==> config.mk <==
export PLATFORM = sky130hd
export DESIGN_NAME = neopix_frame_ctrl_flat
export DESIGN_NICKNAME = d
export VERILOG_FILES = /design/src/rtl/neopix_pkg.sv /design/src/rtl/neopix_frame_ctrl_if.sv /design/src/rtl/neopix_pixel_ram.sv /design/src/rtl/neopix_frame_ctrl.sv /design/src/flat_wrapper.sv
export SDC_FILE = /design/constraint.sdc
export NUM_CORES = 1
export LEC_CHECK = 0
export BUFFER_PORTS_ARGS = -buffer_cell sky130_fd_sc_hd__buf_2
export CAP_MARGIN = 20
export CORE_ASPECT_RATIO = 1.5
export CORE_MARGIN = 1.5
export CORE_UTILIZATION = 30
export DETAILED_ROUTE_END_ITERATION = 6
export PLACE_DENSITY = 0.43
export SLEW_MARGIN = 0
export SYNTH_ARGS = -nofsm -noshare
export SYNTH_HDL_FRONTEND = slang
export SYNTH_SLANG_ARGS = --single-unit
==> constraint.sdc <==
create_clock -name i_clk -period 2 [get_ports i_clk]
set_input_delay 0.2 -clock i_clk [delete_from_list [all_inputs] [get_ports i_clk]]
set_output_delay 0.2 -clock i_clk [all_outputs]
set_load 0.01 [all_outputs]
==> src/rtl/neopix_pkg.sv <==
// rtl/neopix_pkg.sv - shared constants and helpers for the neopixel frame controller
package neopix_pkg;

    localparam logic [1:0] COL_R = 2'd0;
    localparam logic [1:0] COL_G = 2'd1;
    localparam logic [1:0] COL_B = 2'd2;

    localparam logic [0:0] WS_FILL    = 1'b0;
    localparam logic [0:0] WS_PENDING = 1'b1;

    typedef logic [23:0] rgb_t;

    // The LED pointer must be able to hold NUM_LEDS itself (the "frame full" value).
    function automatic int led_ptr_w(input int num_leds);
        return $clog2(num_leds + 1);
    endfunction

endpackage

==> src/rtl/neopix_frame_ctrl_if.sv <==
// rtl/neopix_frame_ctrl_if.sv - SPI-side pixel write bus with status back to the receiver
interface neopix_frame_ctrl_if;
    logic       wr_valid;
    logic [7:0] wr_data;
    logic       wr_sof;
    logic       wr_commit;
    logic       wr_ready;
    logic       wr_overflow;
    logic       commit_pending;
    logic       swap_done;

    modport master (
        output wr_valid, wr_data, wr_sof, wr_commit,
        input  wr_ready, wr_overflow, commit_pending, swap_done
    );

    modport slave (
        input  wr_valid, wr_data, wr_sof, wr_commit,
        output wr_ready, wr_overflow, commit_pending, swap_done
    );
endinterface

==> src/rtl/neopix_pixel_ram.sv <==
// rtl/neopix_pixel_ram.sv - simple dual-port 24-bit pixel RAM, byte-enabled write, registered read
module neopix_pixel_ram #(
    parameter int DEPTH = 8,
    parameter int AW    = 3
) (
    input  logic          i_clk,
    input  logic          i_we,
    input  logic [2:0]    i_be,
    input  logic [AW-1:0] i_waddr,
    input  logic [23:0]   i_wdata,
    input  logic          i_re,
    input  logic [AW-1:0] i_raddr,
    output logic [23:0]   o_rdata
);

    logic [23:0] r_mem [DEPTH];
    logic [23:0] r_rdata;

    // be[2] = red (msb byte), be[1] = green, be[0] = blue
    always_ff @(posedge i_clk) begin
        if (i_we) begin
            if (i_be[2]) r_mem[i_waddr][23:16] <= i_wdata[23:16];
            if (i_be[1]) r_mem[i_waddr][15:8]  <= i_wdata[15:8];
            if (i_be[0]) r_mem[i_waddr][7:0]   <= i_wdata[7:0];
        end
        if (i_re) begin
            r_rdata <= r_mem[i_raddr];
        end
    end

    assign o_rdata = r_rdata;

endmodule

==> src/rtl/neopix_frame_ctrl.sv <==
// rtl/neopix_frame_ctrl.sv - double-buffered frame store between SPI receiver and ws2812 driver
module neopix_frame_ctrl
    import neopix_pkg::*;
#(
    parameter  int NUM_LEDS = 4,
    localparam int ADDR_W   = $clog2(NUM_LEDS)
) (
    input  logic              i_clk,
    input  logic              i_reset,
    neopix_frame_ctrl_if.slave wr_if,
    input  logic              i_drv_reset_state,
    input  logic              i_drv_data_request,
    input  logic [ADDR_W-1:0] i_drv_address,
    output logic [7:0]        o_red_out,
    output logic [7:0]        o_green_out,
    output logic [7:0]        o_blue_out
);

    localparam int                 PTR_W   = led_ptr_w(NUM_LEDS);
    localparam logic [PTR_W-1:0]   LED_END = PTR_W'(NUM_LEDS);
    localparam int                 RAM_AW  = ADDR_W + 1;

    logic [0:0]       r_state;
    logic [PTR_W-1:0] r_led_ptr;
    logic [1:0]       r_col_ptr;
    logic             r_overflow;
    logic             r_front;
    logic             r_blank;
    logic             r_swap_done;
    logic             r_rd_zero;

    logic             w_fill;
    logic             w_accept;
    logic             w_sof;
    logic             w_commit;
    logic             w_swap;
    logic [PTR_W-1:0] w_led_cur;
    logic [1:0]       w_col_cur;
    logic             w_in_range;
    logic             w_wr_en;
    logic [PTR_W-1:0] w_led_next;
    logic [1:0]       w_col_next;
    logic [PTR_W-1:0] w_led_upd;
    logic [1:0]       w_col_upd;
    logic [2:0]       w_be;
    logic             w_rd_zero;
    logic [RAM_AW-1:0] w_waddr;
    logic [RAM_AW-1:0] w_raddr;
    rgb_t             w_rdata;

    assign w_fill   = (r_state == WS_FILL);
    assign w_accept = wr_if.wr_valid  & w_fill;
    assign w_sof    = wr_if.wr_sof    & w_fill;
    assign w_commit = wr_if.wr_commit & w_fill;
    assign w_swap   = (r_state == WS_PENDING) & i_drv_reset_state & ~i_drv_data_request;

    // sof rewinds the pointer before a same-cycle byte is placed
    assign w_led_cur  = w_sof ? '0 : r_led_ptr;
    assign w_col_cur  = w_sof ? COL_R : r_col_ptr;
    assign w_in_range = (w_led_cur < LED_END);
    assign w_wr_en    = w_accept & w_in_range;

    assign w_col_next = (w_col_cur == COL_B) ? COL_R : (w_col_cur + 2'd1);
    assign w_led_next = (w_col_cur == COL_B) ? (w_led_cur + PTR_W'(1)) : w_led_cur;
    assign w_led_upd  = w_wr_en ? w_led_next : w_led_cur;
    assign w_col_upd  = w_wr_en ? w_col_next : w_col_cur;

    always_comb begin
        w_be = 3'b000;
        case (w_col_cur)
            COL_R:   w_be = 3'b100;
            COL_G:   w_be = 3'b010;
            COL_B:   w_be = 3'b001;
            default: w_be = 3'b000;
        endcase
    end

    assign w_waddr   = {~r_front, w_led_cur[ADDR_W-1:0]};
    assign w_raddr   = {r_front, i_drv_address};
    assign w_rd_zero = r_blank | (int'(i_drv_address) >= NUM_LEDS);

    // Address space is rounded up to a power of two so {bank, led} indexes directly.
    neopix_pixel_ram #(
        .DEPTH (2 ** RAM_AW),
        .AW    (RAM_AW)
    ) u_ram (
        .i_clk   (i_clk),
        .i_we    (w_wr_en),
        .i_be    (w_be),
        .i_waddr (w_waddr),
        .i_wdata ({3{wr_if.wr_data}}),
        .i_re    (i_drv_data_request),
        .i_raddr (w_raddr),
        .o_rdata (w_rdata)
    );

    always_ff @(posedge i_clk) begin
        if (i_reset) begin
            r_state     <= WS_FILL;
            r_led_ptr   <= '0;
            r_col_ptr   <= COL_R;
            r_overflow  <= 1'b0;
            r_front     <= 1'b0;
            r_blank     <= 1'b1;
            r_swap_done <= 1'b0;
            r_rd_zero   <= 1'b1;
        end else begin
            r_swap_done <= w_swap;
            if (i_drv_data_request) begin
                r_rd_zero <= w_rd_zero;
            end
            if (r_state == WS_FILL) begin
                if (w_sof || w_accept) begin
                    r_led_ptr <= w_led_upd;
                    r_col_ptr <= w_col_upd;
                end
                if (w_accept && !w_in_range) begin
                    r_overflow <= 1'b1;
                end else if (w_sof) begin
                    r_overflow <= 1'b0;
                end
                if (w_commit) begin
                    r_state <= WS_PENDING;
                end
            end else if (w_swap) begin
                r_state    <= WS_FILL;
                r_front    <= ~r_front;
                r_blank    <= 1'b0;
                r_led_ptr  <= '0;
                r_col_ptr  <= COL_R;
                r_overflow <= 1'b0;
            end
        end
    end

    // Reading the front bank while it flips would tear the frame.
    a_no_read_on_swap: assert property (@(posedge i_clk) disable iff (i_reset)
        !(w_swap && i_drv_data_request));

    assign wr_if.wr_ready       = w_fill;
    assign wr_if.wr_overflow    = r_overflow;
    assign wr_if.commit_pending = ~w_fill;
    assign wr_if.swap_done      = r_swap_done;

    assign o_red_out   = r_rd_zero ? 8'h00 : w_rdata[23:16];
    assign o_green_out = r_rd_zero ? 8'h00 : w_rdata[15:8];
    assign o_blue_out  = r_rd_zero ? 8'h00 : w_rdata[7:0];

endmodule

==> src/flat_wrapper.sv <==
// flat-port wrapper written by rule: the top's interface ports become plain ports
module neopix_frame_ctrl_flat import neopix_pkg::*;
#(
    parameter  int NUM_LEDS = 4,
    localparam int ADDR_W   = $clog2(NUM_LEDS)
)
  (i_clk, i_reset, i_drv_reset_state, i_drv_data_request, i_drv_address, o_red_out, o_green_out, o_blue_out, wr_if_wr_valid, wr_if_wr_data, wr_if_wr_sof, wr_if_wr_commit, wr_if_wr_ready, wr_if_wr_overflow, wr_if_commit_pending, wr_if_swap_done);
  neopix_frame_ctrl_if wr_if_i ();
  input  logic i_clk;
  input  logic i_reset;
  input  logic i_drv_reset_state;
  input  logic i_drv_data_request;
  input  logic [ADDR_W-1:0] i_drv_address;
  output logic [7:0] o_red_out;
  output logic [7:0] o_green_out;
  output logic [7:0] o_blue_out;
  input wire logic [$bits(wr_if_i.wr_valid)-1:0] wr_if_wr_valid;
  input wire logic [$bits(wr_if_i.wr_data)-1:0] wr_if_wr_data;
  input wire logic [$bits(wr_if_i.wr_sof)-1:0] wr_if_wr_sof;
  input wire logic [$bits(wr_if_i.wr_commit)-1:0] wr_if_wr_commit;
  output wire logic [$bits(wr_if_i.wr_ready)-1:0] wr_if_wr_ready;
  output wire logic [$bits(wr_if_i.wr_overflow)-1:0] wr_if_wr_overflow;
  output wire logic [$bits(wr_if_i.commit_pending)-1:0] wr_if_commit_pending;
  output wire logic [$bits(wr_if_i.swap_done)-1:0] wr_if_swap_done;
  assign wr_if_i.wr_valid = wr_if_wr_valid;
  assign wr_if_i.wr_data = wr_if_wr_data;
  assign wr_if_i.wr_sof = wr_if_wr_sof;
  assign wr_if_i.wr_commit = wr_if_wr_commit;
  assign wr_if_wr_ready = wr_if_i.wr_ready;
  assign wr_if_wr_overflow = wr_if_i.wr_overflow;
  assign wr_if_commit_pending = wr_if_i.commit_pending;
  assign wr_if_swap_done = wr_if_i.swap_done;
  neopix_frame_ctrl #(.NUM_LEDS(NUM_LEDS)) u_core (.i_clk(i_clk), .i_reset(i_reset), .wr_if(wr_if_i), .i_drv_reset_state(i_drv_reset_state), .i_drv_data_request(i_drv_data_request), .i_drv_address(i_drv_address), .o_red_out(o_red_out), .o_green_out(o_green_out), .o_blue_out(o_blue_out));
endmodule
== After elaboration in Yosys (flattened, before gate mapping) ==
Memory sizes are Yosys's and may differ from the RTL's. A register that Yosys moved wholly into a read port is not among the register bits.
Index checks and enable logic that the tools add are counted.

* Memories kept: 1
* Flip-flop bits (word level): 11
* ROM bits: 0
* Output and inout port bits: 28
* Bits of input ports: 17
* Bits in writable memories: 192
* Word-level logic and storage cells: 65
* Bits in latches: 0

* Equality and inequality tests: 3
* Add/subtract/negate cells: 2
* Reductions and logical operators: 9
* Shift operators: 0
* $lt $le $gt $ge: 1
* Divide/modulo/power cells: 0
* Multipliers: 0
* Bitwise operators: 9
* Multiplexer cells: 32

{| class="wikitable"
|+ Memories
! name !! words !! bits a word !! rd ports !! clocked after Yosys merged registers in !! wr ports !! line !! source
|-
| u_core.u_ram.r_mem || 8 || 24 || 1 || 1 || 1 || neopix_pixel_ram.sv:16 || <nowiki>logic [23:0] r_mem [DEPTH];</nowiki>
|}

{| class="wikitable"
|+ Operators by type and width
! operator !! count
|-
| $mux W8 || 3
|-
| $mux W3 || 6
|-
| $mux W1 || 16
|-
| $mux W2 || 6
|-
| $pmux W3 S3 || 1
|-
| $and A1 B1 Y1 || 6
|-
| $reduce_and A2 Y1 || 3
|-
| $add A3 B1 Y3 const B || 1
|-
| $lt A3 B3 Y1 const B || 1
|-
| $not A1 Y1 || 3
|-
| $reduce_bool A3 Y1 || 1
|-
| $add A2 B1 Y2 const B || 1
|-
| $eq A2 B1 Y1 const B || 1
|-
| $eq A2 B2 Y1 const B || 1
|-
| $logic_not A2 Y1 || 1
|-
| $ne A2 B2 Y1 const B || 1
|-
| $reduce_bool A2 Y1 || 1
|-
| $logic_and A1 B1 Y1 || 1
|-
| $logic_not A1 Y1 || 1
|-
| $logic_or A1 B1 Y1 || 1
|}

== Logic depth before layout (Yosys ltp) ==
* Depth in word-level cells: 8
* Mapped depth: 5

== Cells and area by module ==
A second synthesis with hierarchy kept.

* Cells, all modules: 430
* Area, all modules: 8874.8 um2

{| class="wikitable"
|+ Modules (own cells, without submodules)
! module !! area each (um2) !! cells each !! seq. area each (um2) !! instances
|-
| neopix_pixel_ram || 8140.3 || 336 || 6486.2 || 1
|-
| neopix_frame_ctrl || 734.5 || 94 || 220.2 || 1
|}

== Least setup slack after synthesis ==
OpenSTA, ideal clock, no wires.

* Path kind: register to register
* Start point: register u_core.r_state (netlist: u_core.wr_if.commit_pending)
* End point: memory u_core.u_ram.r_mem[1][10] (enable)
* Arrival: 1.883 ns
* Cell stages (with the launch flop): 5
* Required time: 1.605 ns
* Setup slack: -0.277 ns
* Setup time: 0.395 ns
* Path through: dfxtp_1 -> and2b_1 -> nor2b_1 -> nand3b_1 -> nor4_1

* Word-level cells in the longest chain between the ends: 8
* Elaborated cells between the ends (all ways): 14

{| class="wikitable"
|+ RTL lines
! element !! line !! source
|-
| start, declared || neopix_frame_ctrl.sv:23 || <nowiki>logic [0:0] r_state;</nowiki>
|-
| start signal, assigned || neopix_frame_ctrl.sv:99 || <nowiki>r_state <= WS_FILL;</nowiki>
|-
| start signal, assigned || neopix_frame_ctrl.sv:123 || <nowiki>r_state <= WS_PENDING;</nowiki>
|-
| start signal, assigned || neopix_frame_ctrl.sv:126 || <nowiki>r_state <= WS_FILL;</nowiki>
|-
| $not A1 Y1 (*) || -- ||
|-
| $and A1 B1 Y1 || neopix_frame_ctrl.sv:53 || <nowiki>assign w_sof = wr_if.wr_sof & w_fill;</nowiki>
|-
| $mux W2 || neopix_frame_ctrl.sv:59 || <nowiki>assign w_col_cur = w_sof ? COL_R : r_col_ptr;</nowiki>
|-
| $eq A2 B2 Y1, or another cell as far along || neopix_frame_ctrl.sv:70 || <nowiki>case (w_col_cur)</nowiki>
|-
| $pmux W3 S3 || neopix_frame_ctrl.sv:70 ||
|-
| $mux W1 || neopix_pixel_ram.sv:23 || <nowiki>if (i_be[1]) r_mem[i_waddr][15:8] <= i_wdata[15:8];</nowiki>
|-
| $mux W1 || neopix_pixel_ram.sv:21 || <nowiki>if (i_we) begin</nowiki>
|-
| $mux W1 (implied by the code) || neopix_pixel_ram.sv:23 ||
|-
| end, declared || neopix_pixel_ram.sv:16 ||
|}

Mark *: on every way between the ends. The rest lies on a longest branch, timed or not.

== Worst setup path after layout ==
* Start point: register u_core.r_rd_zero
* End point: output port o_blue_out[1]

* Word-level cells in the longest chain between the ends: 1

{| class="wikitable"
|+ RTL lines
! element !! line !! source
|-
| start, declared || neopix_frame_ctrl.sv:30 || <nowiki>logic r_rd_zero;</nowiki>
|-
| start signal, assigned || neopix_frame_ctrl.sv:110 || <nowiki>r_rd_zero <= w_rd_zero;</nowiki>
|-
| $mux W8 || neopix_frame_ctrl.sv:147 || <nowiki>assign o_blue_out = r_rd_zero ? 8'h00 : w_rdata[7:0];</nowiki>
|-
| end, declared || flat_wrapper.sv:16 || <nowiki>output logic [7:0] o_blue_out;</nowiki>
|}

No other way between the ends.

==> metrics.yaml <==
global_routing:
  grt_pass1_vias: 4741
  antenna_found_initial: 0
  grt_pass1_wl_mm: 30.2
  gr-usage-all-layers: 0.138
  grt_max_degree: 43
  overflow: 0
power:
  ir_worst_vdd_uv: 570
  power.density_nw_per_um2: 945
  leakage_nw: 3.50
logic_synthesis:
  avgSynthCellArea_um2: 20.5
  synth_seq_area_share: 0.762
  synthTopCellsByArea: "edfxtp_1 (74%), mux4_2 (12%), mux2_2 (3.1%)"
  ys_ff_latch: 227
  synth_top_area_cell: "edfxtp_1"
  synth_async_sr_flop_share: 0
  yosysWarnings: 0
  synth_top_area_frac: 0.737
  syn-cell-area_um2: 8800
  synth-edff-count: 216
  netlist_instances: 430
  synth_most_common_cell: "edfxtp_1"
  synth_nets: 447
  synthFlopType: "edfxtp_1"
  synth_cell_types: 31
  netlist_top_cells_count: "edfxtp_1 (216), mux4_2 (48), nor2b_1 (29)"
worst_hold_path:
  min_from: "wr_if_wr_sof"
  hold_path.class: "primary input to register"
die:
  core_area_um2: 28800
  io-pin-count: 45
  die_y_um: 213
  die_area_um2: 30400
  row_count: 76
  die-width_um: 143
  start_util: 0.306
finish:
  diodes: 0
  fin_cells: 934
  fin_nets: 545
  drive_above_1_share: 0.375
  syn_to_final_growth_pct: 20.7
  n_fill_cell: 2686
drt:
  drt-vias-per-instance: 4.59
  wl_mm: 20.1
  first_pass_iters: 5
  via_count: 4288
  final_antenna_net_count: 0
  drt_iter0_drc: 299
  wl_per_cell_um: 21.5
  post-route-drc-count: 0
timing:
  rsz0062_at_grt: "false"
  fmax_mhz: 544
  tightest_slew_ns: 0.635
  layout_min_cycle_time_ns: 1.84
  fin_crit_sh: 0.919
  slew_viol_final: 0
  skew_ns: 0.0209
  setup_violations: 0
  finalWorstSetupSlack_ns: 0.162
  hold_violations: 0
  worst_slew_margin_rel: 0.576
critical_path:
  cp.arrival_ns: 1.64
  cp_slowest_stage_delay_ns: 0.68
  startpoint: "u_core.r_rd_zero"
  cp_cell_sequence: "buf_12 -> nor2b_1 -> buf_2"
  critPathRequiredTime_ns: 1.80
  crit_path_start_kind: "register"
  cp_max_fo: 15
  worstSetupEndpointType: "primary output"
  cpMaxStageDelayCell: "dfxtp_1"
  path_buf_inv: 2
  criticalPathCategory: "register to primary output"
  critPathTopFamily: "flip-flops"
  worstReg2RegStart: "u_core.wr_if.commit_pending"
cts:
  post_cts_resized: 0
  cts_setup_buffers: 0
  cts_root_buffer: "clkbuf_16"
  tritoncts: "built"
  clock_latency_ns: 0.52
  path_clk_slew_ns: 0.06
  clkSinkCount: 227
  cts_made_buffers: 23
  clk_path_buf_depth: 3
  htree_levels: 1
job:
  cap_viol_max_count: 0
placement:
  place_hpwl_mm: 13.0
  place_inst: 889
  io_buffers: 44
  gp_congestion: 0.780
  dp_slack_ns: 0.206
outcome:
  status: "completed"
==> through the flow <==
stage / TNS [ns] / hold slack, ns / power [mW] / instance area, um2 / util
final: 0 / 0.111 / 10.0 / 10600 / 0.369
after global routing: 0 / 0.126 / 10.4 / 10600 / 0.369
after CTS: 0 / 0.0850 / 10.2 / 10600 / 0.369
after detailed placement: 0 / 0.451 / 5.86 / 9850 / 0.342
after global placement: 0 / 0.437 / 5.85 / 9850 / 0.342
after floorplan: -3.83 / 0.299 / 5.64 / 8840 / -
==> flip-flops by register name, indices dropped and copies added, names as in the netlist <==
signal                       count
u_core.r_rd_zero                 1
u_core.wr_if.swap_done           1
u_core.u_ram.r_mem             192
u_core.wr_if.wr_overflow         1
u_core.wr_if.commit_pending      1
u_core.r_col_ptr                 2
u_core.r_front                   1
u_core.r_blank                   1
u_core.u_ram.o_rdata            24
u_core.r_led_ptr                 3
==> cell usage in the layout, fill, tap and decap left out, drive strengths merged, types with 3 or more instances in the layout <==
master       count
bufinv           3
clkinv           8
or3              3
buf             90
nor2            19
mux4            48
mux2i            3
clkbuf          27
nand2b           4
mux2            24
inv              3
dlygate4sd3      4
dfxtp           11
nor2b           29
edfxtp         216
nand2           11
nor3             5
nand3            5
a21oi            4
o21ai            3
nor4             8
==> layout make-up <==
cell class	instances	area [um2]	share of cell area
inverter	2	7.51	0.000707
clock buffer	27	591	0.0556
multi-input combinational	180	2030	0.191
sequential	227	6710	0.631
timing repair buffer	94	658	0.0619
clock inverter	14	146	0.0138
tap	390	488	0.0459
==> layer usage <==
| layer | vias to the layer above | global-route usage | routed length, um |
|---|---|---|---|
| li1 | 1934 | - | - |
| met1 | 2228 | 0.154 | 7700 |
| met2 | 100 | 0.267 | 11300 |
| met3 | 26 | 0.0170 | 651 |
| met4 | 0 | 0.0473 | 420 |
| met5 | - | 0 | 0 |
==> power breakdown <==
group          switching [mW]  leakage [nW]  internal [mW]
Clock                    1.78         0.353           2.50
Combinational           0.258          1.09          0.209
Sequential             0.0229          2.05           5.27
Total                    2.06          3.50           7.97
==> cells by family after synthesis <==
logic type,Yosys count,share of synthesized area
compound gates,9,0.00568
xor+xnor,1,0.000995
buf+inv,23,0.0132
flops,227,0.762
mux,75,0.157
simple gates,95,0.0615
==> repair_timing <==
action,in CTS,in global routing
hold endpoints to repair,7,0
setup endpoints to repair,0,0
hold buffers,4,0
==> worst paths after layout <==
path / endpoint / slack (ns) / cells after the start
worst max-delay path: o_blue_out[1] / 0.16 / 3
worst min-delay path: u_core.r_col_ptr[1] / 0.11 / 3
worst max register to register: u_core.u_ram.r_mem[7][19] / 0.23 / 6
worst min register to register: u_core.r_blank / 0.45 / 2
==> worst reg2reg max path: cells and delay by family (launching register included) <==
family,cells,cell delay [ns]
simple gates,4,0.78
buf+inv,2,0.38
flops,1,0.34
No activity file was read; power rests on OpenSTA's default activity.
